## config.mk

```make
export PLATFORM = sky130hd
export DESIGN_NAME = stack_op_sequencer
export DESIGN_NICKNAME = d
export VERILOG_FILES = /design/src/rtl/stack_op_sequencer.sv
export SDC_FILE = /design/constraint.sdc
export NUM_CORES = 1
export LEC_CHECK = 0
export ABC_AREA = 1
export BUFFER_PORTS_ARGS = -buffer_cell sky130_fd_sc_hd__buf_2
export CELL_PAD_IN_SITES_DETAIL_PLACEMENT = 1
export CELL_PAD_IN_SITES_GLOBAL_PLACEMENT = 1
export CORE_ASPECT_RATIO = 1.4
export CORE_MARGIN = 2
export CORE_UTILIZATION = 25
export CTS_BUF_LIST = sky130_fd_sc_hd__clkbuf_16
export DETAILED_ROUTE_END_ITERATION = 10
export GPL_ROUTABILITY_DRIVEN = 1
export PLACE_DENSITY = 0.66
export SLEW_MARGIN = 15
export SYNTH_ARGS = -nofsm -noshare
export SYNTH_HDL_FRONTEND = slang
export SYNTH_SLANG_ARGS = --single-unit
```

## constraint.sdc

```tcl
create_clock -name CLK -period 2.1 [get_ports CLK]
set_input_delay 0.315 -clock CLK [delete_from_list [all_inputs] [get_ports CLK]]
set_output_delay 0.315 -clock CLK [all_outputs]
set_load 0.02 [all_outputs]
```

## src/rtl/stack_op_sequencer.sv

```systemverilog
// Sequencer for PUSH/POP/LOAD/CLEAR between the control unit, the SP register and the scratch RAM.
// Optional high-water tracking is enabled with `define STACK_HIGH_WATER_EN.
module stack_op_sequencer #(
  parameter int DW        = 10,
  parameter int DEPTH_MAX = 256
) (
  input  logic          CLK,
  input  logic          RST,
  input  logic          REQ,
  input  logic [1:0]    OP,
  input  logic [DW-1:0] DATA_IN,
  input  logic [7:0]    SP_IN,
  input  logic [DW-1:0] SCR_DATA_RD,
  output logic          BUSY,
  output logic          DONE,
  output logic          ERR,
  output logic [DW-1:0] DATA_OUT,
  output logic [8:0]    DEPTH,
  output logic          SP_LD,
  output logic          SP_INCR,
  output logic          SP_DECR,
  output logic          SP_RST,
  output logic [7:0]    SP_DATA_OUT,
  output logic [7:0]    SCR_ADDR,
  output logic          SCR_WE,
  output logic [DW-1:0] SCR_DATA_WR,
  output logic [8:0]    HIGH_WATER
);

  typedef enum logic [1:0] {
    S_IDLE     = 2'd0,
    S_EXEC     = 2'd1,
    S_POP_WAIT = 2'd2,
    S_FIN      = 2'd3
  } state_t;

  typedef enum logic [1:0] {
    OP_PUSH  = 2'b00,
    OP_POP   = 2'b01,
    OP_LOAD  = 2'b10,
    OP_CLEAR = 2'b11
  } op_t;

  localparam logic [8:0] LP_MAX = 9'(DEPTH_MAX);

  state_t        r_state;
  state_t        w_nstate;
  op_t           r_op;
  logic [DW-1:0] r_data;
  logic          r_err;
  logic [8:0]    r_depth;
  logic [DW-1:0] r_data_out;
  logic          w_push_ok;
  logic          w_pop_ok;

  assign w_push_ok = (r_depth < LP_MAX);
  assign w_pop_ok  = (r_depth != '0);

  // All strobes are decoded from registered state so RST removes them asynchronously.
  always_comb begin
    w_nstate    = r_state;
    SP_LD       = 1'b0;
    SP_INCR     = 1'b0;
    SP_DECR     = 1'b0;
    SP_RST      = 1'b0;
    SP_DATA_OUT = '0;
    SCR_ADDR    = '0;
    SCR_WE      = 1'b0;
    case (r_state)
      S_IDLE: begin
        if (REQ) w_nstate = S_EXEC;
      end
      S_EXEC: begin
        w_nstate = S_FIN;
        case (r_op)
          OP_PUSH: begin
            if (w_push_ok) begin
              SCR_ADDR = SP_IN - 8'd1;
              SCR_WE   = 1'b1;
              SP_DECR  = 1'b1;
            end
          end
          OP_POP: begin
            if (w_pop_ok) begin
              SCR_ADDR = SP_IN;
              w_nstate = S_POP_WAIT;
            end
          end
          OP_LOAD: begin
            SP_LD       = 1'b1;
            SP_DATA_OUT = r_data[7:0];
          end
          OP_CLEAR: begin
            SP_RST = 1'b1;
          end
          default: ;
        endcase
      end
      S_POP_WAIT: begin
        SCR_ADDR = SP_IN;
        SP_INCR  = 1'b1;
        w_nstate = S_FIN;
      end
      S_FIN: begin
        w_nstate = S_IDLE;
      end
      default: w_nstate = S_IDLE;
    endcase
  end

  always_ff @(posedge CLK or posedge RST) begin
    if (RST) begin
      r_state    <= S_IDLE;
      r_op       <= OP_PUSH;
      r_data     <= '0;
      r_err      <= 1'b0;
      r_depth    <= '0;
      r_data_out <= '0;
    end else begin
      r_state <= w_nstate;
      case (r_state)
        S_IDLE: begin
          if (REQ) begin
            r_op   <= op_t'(OP);
            r_data <= DATA_IN;
            r_err  <= 1'b0;
          end
        end
        S_EXEC: begin
          case (r_op)
            OP_PUSH: begin
              if (w_push_ok) r_depth <= r_depth + 9'd1;
              else           r_err   <= 1'b1;
            end
            OP_POP: begin
              if (!w_pop_ok) r_err <= 1'b1;
            end
            OP_LOAD, OP_CLEAR: r_depth <= '0;
            default: ;
          endcase
        end
        S_POP_WAIT: begin
          r_data_out <= SCR_DATA_RD;
          r_depth    <= r_depth - 9'd1;
        end
        default: ;
      endcase
    end
  end

`ifdef STACK_HIGH_WATER_EN
  logic [8:0] r_hw;
  always_ff @(posedge CLK or posedge RST) begin
    if (RST) begin
      r_hw <= '0;
    end else if (r_state == S_EXEC && r_op == OP_PUSH && w_push_ok &&
                 (r_depth + 9'd1) > r_hw) begin
      r_hw <= r_depth + 9'd1;
    end
  end
  assign HIGH_WATER = r_hw;
`else
  assign HIGH_WATER = '0;
`endif

  assign BUSY        = (r_state != S_IDLE);
  assign DONE        = (r_state == S_FIN);
  assign ERR         = (r_state == S_FIN) && r_err;
  assign DATA_OUT    = r_data_out;
  assign DEPTH       = r_depth;
  assign SCR_DATA_WR = r_data;

endmodule

```

==> flow_metrics.tcl, run 1 <==
set metrics [dict create \
    tightest_slew_ns 0.572 \
    grt_pass1_vias 2464 \
    cts_tree "built" \
    path_class "reg -> out" \
    cts_hold_buf 0 \
    vias_per_cell 4.47 \
    critPathMaxStageDelay_ns 0.40 \
    grt_overflow 0 \
    placedCellCount 527 \
    mostFrequentLayoutCells "112 x nand2_1, 74 x buf_2, 38 x inv_1" \
    num_antenna_cells 0 \
    antenna_left 0 \
    finalHoldViolCount 0 \
    end_kind "output pin" \
    avgRoutedWirePerCell_um 12.9 \
    syn-cell-area_um2 2270 \
    io_pins 95 \
    crit_path_cell_trace "inv_2 -> ha_4 -> inv_4 -> nor3_4 -> buf_4 -> nand2_1 -> a21oi_2 -> buf_6" \
    synth_edf_count 0 \
    io_buffers 85 \
    drt_iter0_markers 98 \
    grt_max_degree 35 \
    status "finished clean" \
    clock.fmax_mhz 489 \
    report.final.slew_viol_count 0 \
    crit_required_ns 1.78 \
    synth.distinct_cells 30 \
    rows 41 \
    power_density_nw_per_um2 1720 \
    drc 0 \
    cts.sinks 34 \
    power_mw 5.38 \
    hold_path.class "in -> async" \
    netlist.area_leader.share_pct 37.4 \
    setup_viol 0 \
    cts_max_level 2 \
    multi_input_area_um2 1250 \
    avgSynthCellArea_um2 6.73 \
    rsz0062_at_grt "yes" \
    timing.rr.start "r_state[1]" \
    initial_core_util_pct 25.5 \
    synth.area.top_cells "dfrtp_1 37%, nand2_1 19%, inv_1 7.3%, nand3_1 6.6%, nor2_1 5.9%" \
    cts_root_buf "clkbuf_16" \
    start_kind "flip-flop" \
    drt-total-wl_mm 7.03 \
    regArea_um2 855 \
    synth_top_area_cell "dfrtp_1" \
    firstDrtPassIters 4 \
    clockBufferDepth 2 \
    dieHeight_um 117 \
    async_flop_share_pct 100 \
    cts_buffers 5 \
    vias 2430 \
    cp_max_fo 6 \
    core_area_um2 8930 \
    antenna_found_initial 0 \
    die_w_um 84.6 \
    clk_pin_slew_worst_paths_ns 0.05 \
    rr_worst_depth 10 \
    dieArea_um2 9880 \
    ys_seq_elements 34 \
    arrival_ns 1.73 \
    dp_hpwl_mm 5.48 \
    grt_pass1_wl_mm 11.7 \
    final_common_cell "nand2_1" \
    synthFlopType "dfrtp_1" \
    gp_congestion 0.771 \
    fin_crit_ns 2.05 \
    final_cells 544 \
    leakage_nw 1.72 \
    slowest_stage "dfrtp_1" \
    syn_inst 338 \
    drive_above_1_share_pct 32.3 \
    syn2layout_area_growth_pct 37.7 \
    clk_latency_ns 0.28 \
    grtUsageTotal_pct 14.6 \
    clock_skew_ns 0.00245 \
    finalCritPeriodShare_pct 97.5 \
    cap_violations 0 \
    reg2reg_slack_ns 0.17 \
    slew_headroom_pct 61.8 \
    final_nets 477 \
    r2r-end "DEPTH[6]" \
    vdd_drop_max_v 0.000597 \
    ys_seq_area_share_pct 37.4 \
    yosysWarnings 0 \
    fillers 1172 \
]
-- through the flow --
step	setup WS [ns]	TNS, ns	instance area, um^2	hold WS, ns	utilization (%)
2_1_floorplan	0.0901	0	2300	0.425	-
3_3_place_gp	0.225	0	2800	0.449	31.3
3_5_place_dp	0.150	0	2800	0.450	31.3
4_1_cts	0.000926	0	2980	0.149	33.4
5_1_grt	-0.0421	-0.240	3130	0.193	35.1
6_report	0.0535	0	3130	0.133	35.1
-- cells by family (layout without fill, tap and decap cells) --
family,count (synthesis),count (layout),synth area share (%)
other cells,1,9,0.165
xor+xnor,1,1,0.385
compound gates,42,42,11.0
buf+inv,63,154,12.4
flops,34,34,37.4
fa+ha+maj,8,8,4.40
simple gates,189,189,34.2
-- Yosys cell counts (2+ instances only) --
master and count:
a21oi_1 11, clkbuf_1 4, nor2_1 36, nand3_1 30
o211ai_1 4, inv_2 2, o21ai_0 20, dfrtp_1 34
nand2_1 114, nor2_2 2, buf_4 10, nand4_1 3
ha_1 8, inv_1 44
-- power by group --
| part | switching [mW] | internal [mW] | total (mW) |
|---|---|---|---|
| combinational | 2.22 | 1.19 | 3.41 |
| sequential | 0.277 | 0.996 | 1.27 |
| clock | 0.269 | 0.428 | 0.697 |
| total | 2.77 | 2.62 | 5.38 |
-- critical path: cells and delay by family (launching register included) --
kind / cells / cell delay, ns
compound gates: 1 / 0.14
fa+ha+maj: 1 / 0.15
buf+inv: 4 / 0.44
flops: 1 / 0.40
simple gates: 2 / 0.33
-- flip-flops by register name, indices dropped and copies added (netlist names) --
name         count
SCR_DATA_WR     10
r_state          2
DEPTH            9
DATA_OUT        10
r_err            1
r_op             2
-- how the worst max path moves through the flow --
stage          startpoint     endpoint  slack [ns]  depth (start not counted)
6_report       r_state[1]  SCR_ADDR[0]        0.05                          8
5_1_grt        r_state[1]  SCR_ADDR[1]       -0.04                          8
4_1_cts           r_op[0]  SCR_ADDR[4]      0.0009                          7
3_5_place_dp   r_state[1]  SCR_ADDR[4]        0.15                          8
3_3_place_gp     DEPTH[0]  SCR_ADDR[0]        0.22                         10
2_1_floorplan  r_state[1]  SCR_ADDR[5]        0.09                          8
-- what timing repair did --
action	4_1_cts	5_1_grt
gates resized for setup	10	36
pin swaps	1	6
buffers inserted	4	5
endpoints found under the setup margin	16	16
-- layer usage --
layer	wire length [um]	share of wire (%)	GRT usage, %	vias to the layer above
met2	3700	53	27.3	67
met5	0	0	0	-
li1	-	-	-	1234
met4	106	1.5	5.19	0
met1	2880	41	16.6	1121
met3	343	4.9	2.66	8
-- final cells by class --
| class | instances | share of cell area, % |
|---|---|---|
| multi-input cells | 249 | 39.8 |
| flip-flops and latches | 34 | 27.3 |
| repair buffers | 100 | 18.4 |
| inverters | 46 | 5.80 |
| well taps | 107 | 4.28 |
| clock buffers | 5 | 4.00 |
| clock inverters | 3 | 0.400 |
Note: power is estimated with default switching activity, not from simulation.
==> run 2, diff against run 1 <==
--- a/config.mk
+++ b/config.mk
@@ -7,6 +7,7 @@
 export LEC_CHECK = 0
 export ABC_AREA = 1
 export BUFFER_PORTS_ARGS = -buffer_cell sky130_fd_sc_hd__buf_2
+export CAP_MARGIN = 20
 export CELL_PAD_IN_SITES_DETAIL_PLACEMENT = 1
 export CELL_PAD_IN_SITES_GLOBAL_PLACEMENT = 1
 export CORE_ASPECT_RATIO = 1.4
@@ -16,6 +17,7 @@
 export DETAILED_ROUTE_END_ITERATION = 10
 export GPL_ROUTABILITY_DRIVEN = 1
 export PLACE_DENSITY = 0.66
+export RECOVER_POWER = 100
 export SLEW_MARGIN = 15
 export SYNTH_ARGS = -nofsm -noshare
 export SYNTH_HDL_FRONTEND = slang
==> flow_metrics.tcl, run 2 (synthesized netlist as in run 1, its figures left out) <==
set metrics [dict create \
    cts_max_level 2 \
    die_w_um 84.6 \
    maxUsedRoutingLayer "met4" \
    fin_area_um2 3090 \
    grtUsageTotal_pct 14.6 \
    status "finished clean" \
    final_nets 477 \
    crit_path_cell_trace "inv_2 -> ha_4 -> inv_4 -> nor3_4 -> buf_4 -> nand2_1 -> a21oi_2 -> buf_6" \
    dp_hpwl_mm 5.48 \
    cp_max_fo 6 \
    clock_skew_ns 0.00232 \
    critPathMaxStageDelay_ns 0.40 \
    grt_pass1_vias 2464 \
    drive_above_1_share_pct 25.9 \
    arrival_ns 1.73 \
    place_area_um2 2800 \
    mostFrequentLayoutCells "112 x nand2_1, 47 x buf_2, 38 x inv_1" \
    fin_crit_ns 2.05 \
    cts.sinks 34 \
    core_area_um2 8930 \
    cts_root_buf "clkbuf_16" \
    dpl_worst_slack_ns 0.150 \
    clockBufferDepth 2 \
    drc 0 \
    rows 41 \
    clk_pin_slew_worst_paths_ns 0.05 \
    syn2layout_area_growth_pct 36.0 \
    final_common_cell "nand2_1" \
    drt-total-wl_mm 7.00 \
    finalHoldViolCount 0 \
    final_core_util_pct 34.7 \
    setup_viol 0 \
    regArea_um2 853 \
    report.final.slew_viol_count 0 \
    tightest_slew_ns 0.862 \
    slowest_stage "dfrtp_1" \
    dieHeight_um 117 \
    slew_headroom_pct 42.5 \
    layout_setup_ws_ns 0.0536 \
    power_density_nw_per_um2 1720 \
    grt_pass1_wl_mm 11.7 \
    finalSetupTns_ns 0 \
    finalCritPeriodShare_pct 97.4 \
    rsz0062_at_grt "yes" \
    fillers 1174 \
    crit_required_ns 1.78 \
    antenna_left 0 \
    end_kind "output pin" \
    multi_input_area_um2 1250 \
    dieArea_um2 9880 \
    start_kind "flip-flop" \
    clock.fmax_mhz 489 \
    cp_num_buf_inv 4 \
    cts_buffers 5 \
    vdd_drop_max_v 0.000585 \
    avgRoutedWirePerCell_um 12.9 \
    cts_tree "built" \
    clk_latency_ns 0.28 \
    wl_met3_um 330 \
    vias 2423 \
    power_mw 5.32 \
    firstDrtPassIters 4 \
    leakage_nw 1.63 \
    path_class "reg -> out" \
    num_antenna_cells 0 \
    grt_overflow 0 \
    m1WireLength_mm 2.82 \
    io_pins 95 \
    antenna_found_initial 0 \
    grt_max_degree 35 \
    wl_met2_mm 3.75 \
    io_buffers 85 \
    cts_hold_buf 0 \
    vias_per_cell 4.45 \
    crit_family "buffers and inverters" \
    drt_iter0_markers 95 \
    gp_congestion 0.771 \
    hold_path.class "in -> reg" \
    initial_core_util_pct 25.5 \
    cap_violations 0 \
]
run 2: cell types whose count changed in the layout (fill, tap and decap cells not counted), sizes merged:
cell    previous run  this run
buf              100        72
clkbuf             5        33
run 2: power breakdown:
part	leakage (nW)	internal (mW)	switching, mW
logic	1.14	1.12	2.22
clock network	0.0724	0.428	0.269
registers	0.419	0.994	0.285
total	1.63	2.55	2.77
run 2: final timing paths:
path | start | cells past startpoint | endpoint | slack [ns]
setup / recovery | r_state[1] | 8 | SCR_ADDR[0] | 0.05
hold / removal | SCR_DATA_RD[1] | 3 | DATA_OUT[1] | 0.23
setup reg to reg | r_state[1] | 10 | DEPTH[6] | 0.17
hold reg to reg | DATA_OUT[8] | 2 | DATA_OUT[8] | 0.47
max in group asynchronous | RST | 3 | r_state[0] | 1.22
min in group asynchronous | RST | 3 | SCR_DATA_WR[3] | 0.29
run 2: metal layers:
metal | GRT usage, % | vias to the layer above
li1 | - | 1235
met1 | 16.6 | 1118
met2 | 27.3 | 62
met3 | 2.66 | 8
met4 | 5.19 | 0
met5 | 0 | -
run 2: worst register-to-register path: cells and delay by family, from the launching register on:
kind / cells / cell delay, ns
buffers and inverters: 4 / 0.53
AO/OA/AOI/OAI: 3 / 0.52
flip-flops: 1 / 0.37
adder cells (fa/ha/maj): 1 / 0.29
AND/OR/NAND/NOR: 2 / 0.11
run 2: metrics by stage:
stage / hold WS [ns] / cells
after floorplan: 0.425 / 346
after global placement: 0.449 / 527
after detailed placement: 0.450 / 527
after CTS: 0.149 / 539
after global routing: 0.241 / 544
final: 0.235 / 544
run 2: cell type report:
cell class	count	area share, %
Multi-Input combinational cell	249	40.3
Clock buffer	5	4.05
Timing Repair Buffer	100	17.5
Sequential cell	34	27.6
Tap cell	107	4.33
Clock inverter	3	0.405
Inverter	46	5.87
run 2: what timing repair did:
item | in CTS | in global routing
pin swaps | 1 | 6
resized for setup | 10 | 36
setup buffers | 4 | 5
endpoints found under the hold margin | 0 | 0
endpoints found under the setup margin | 16 | 16
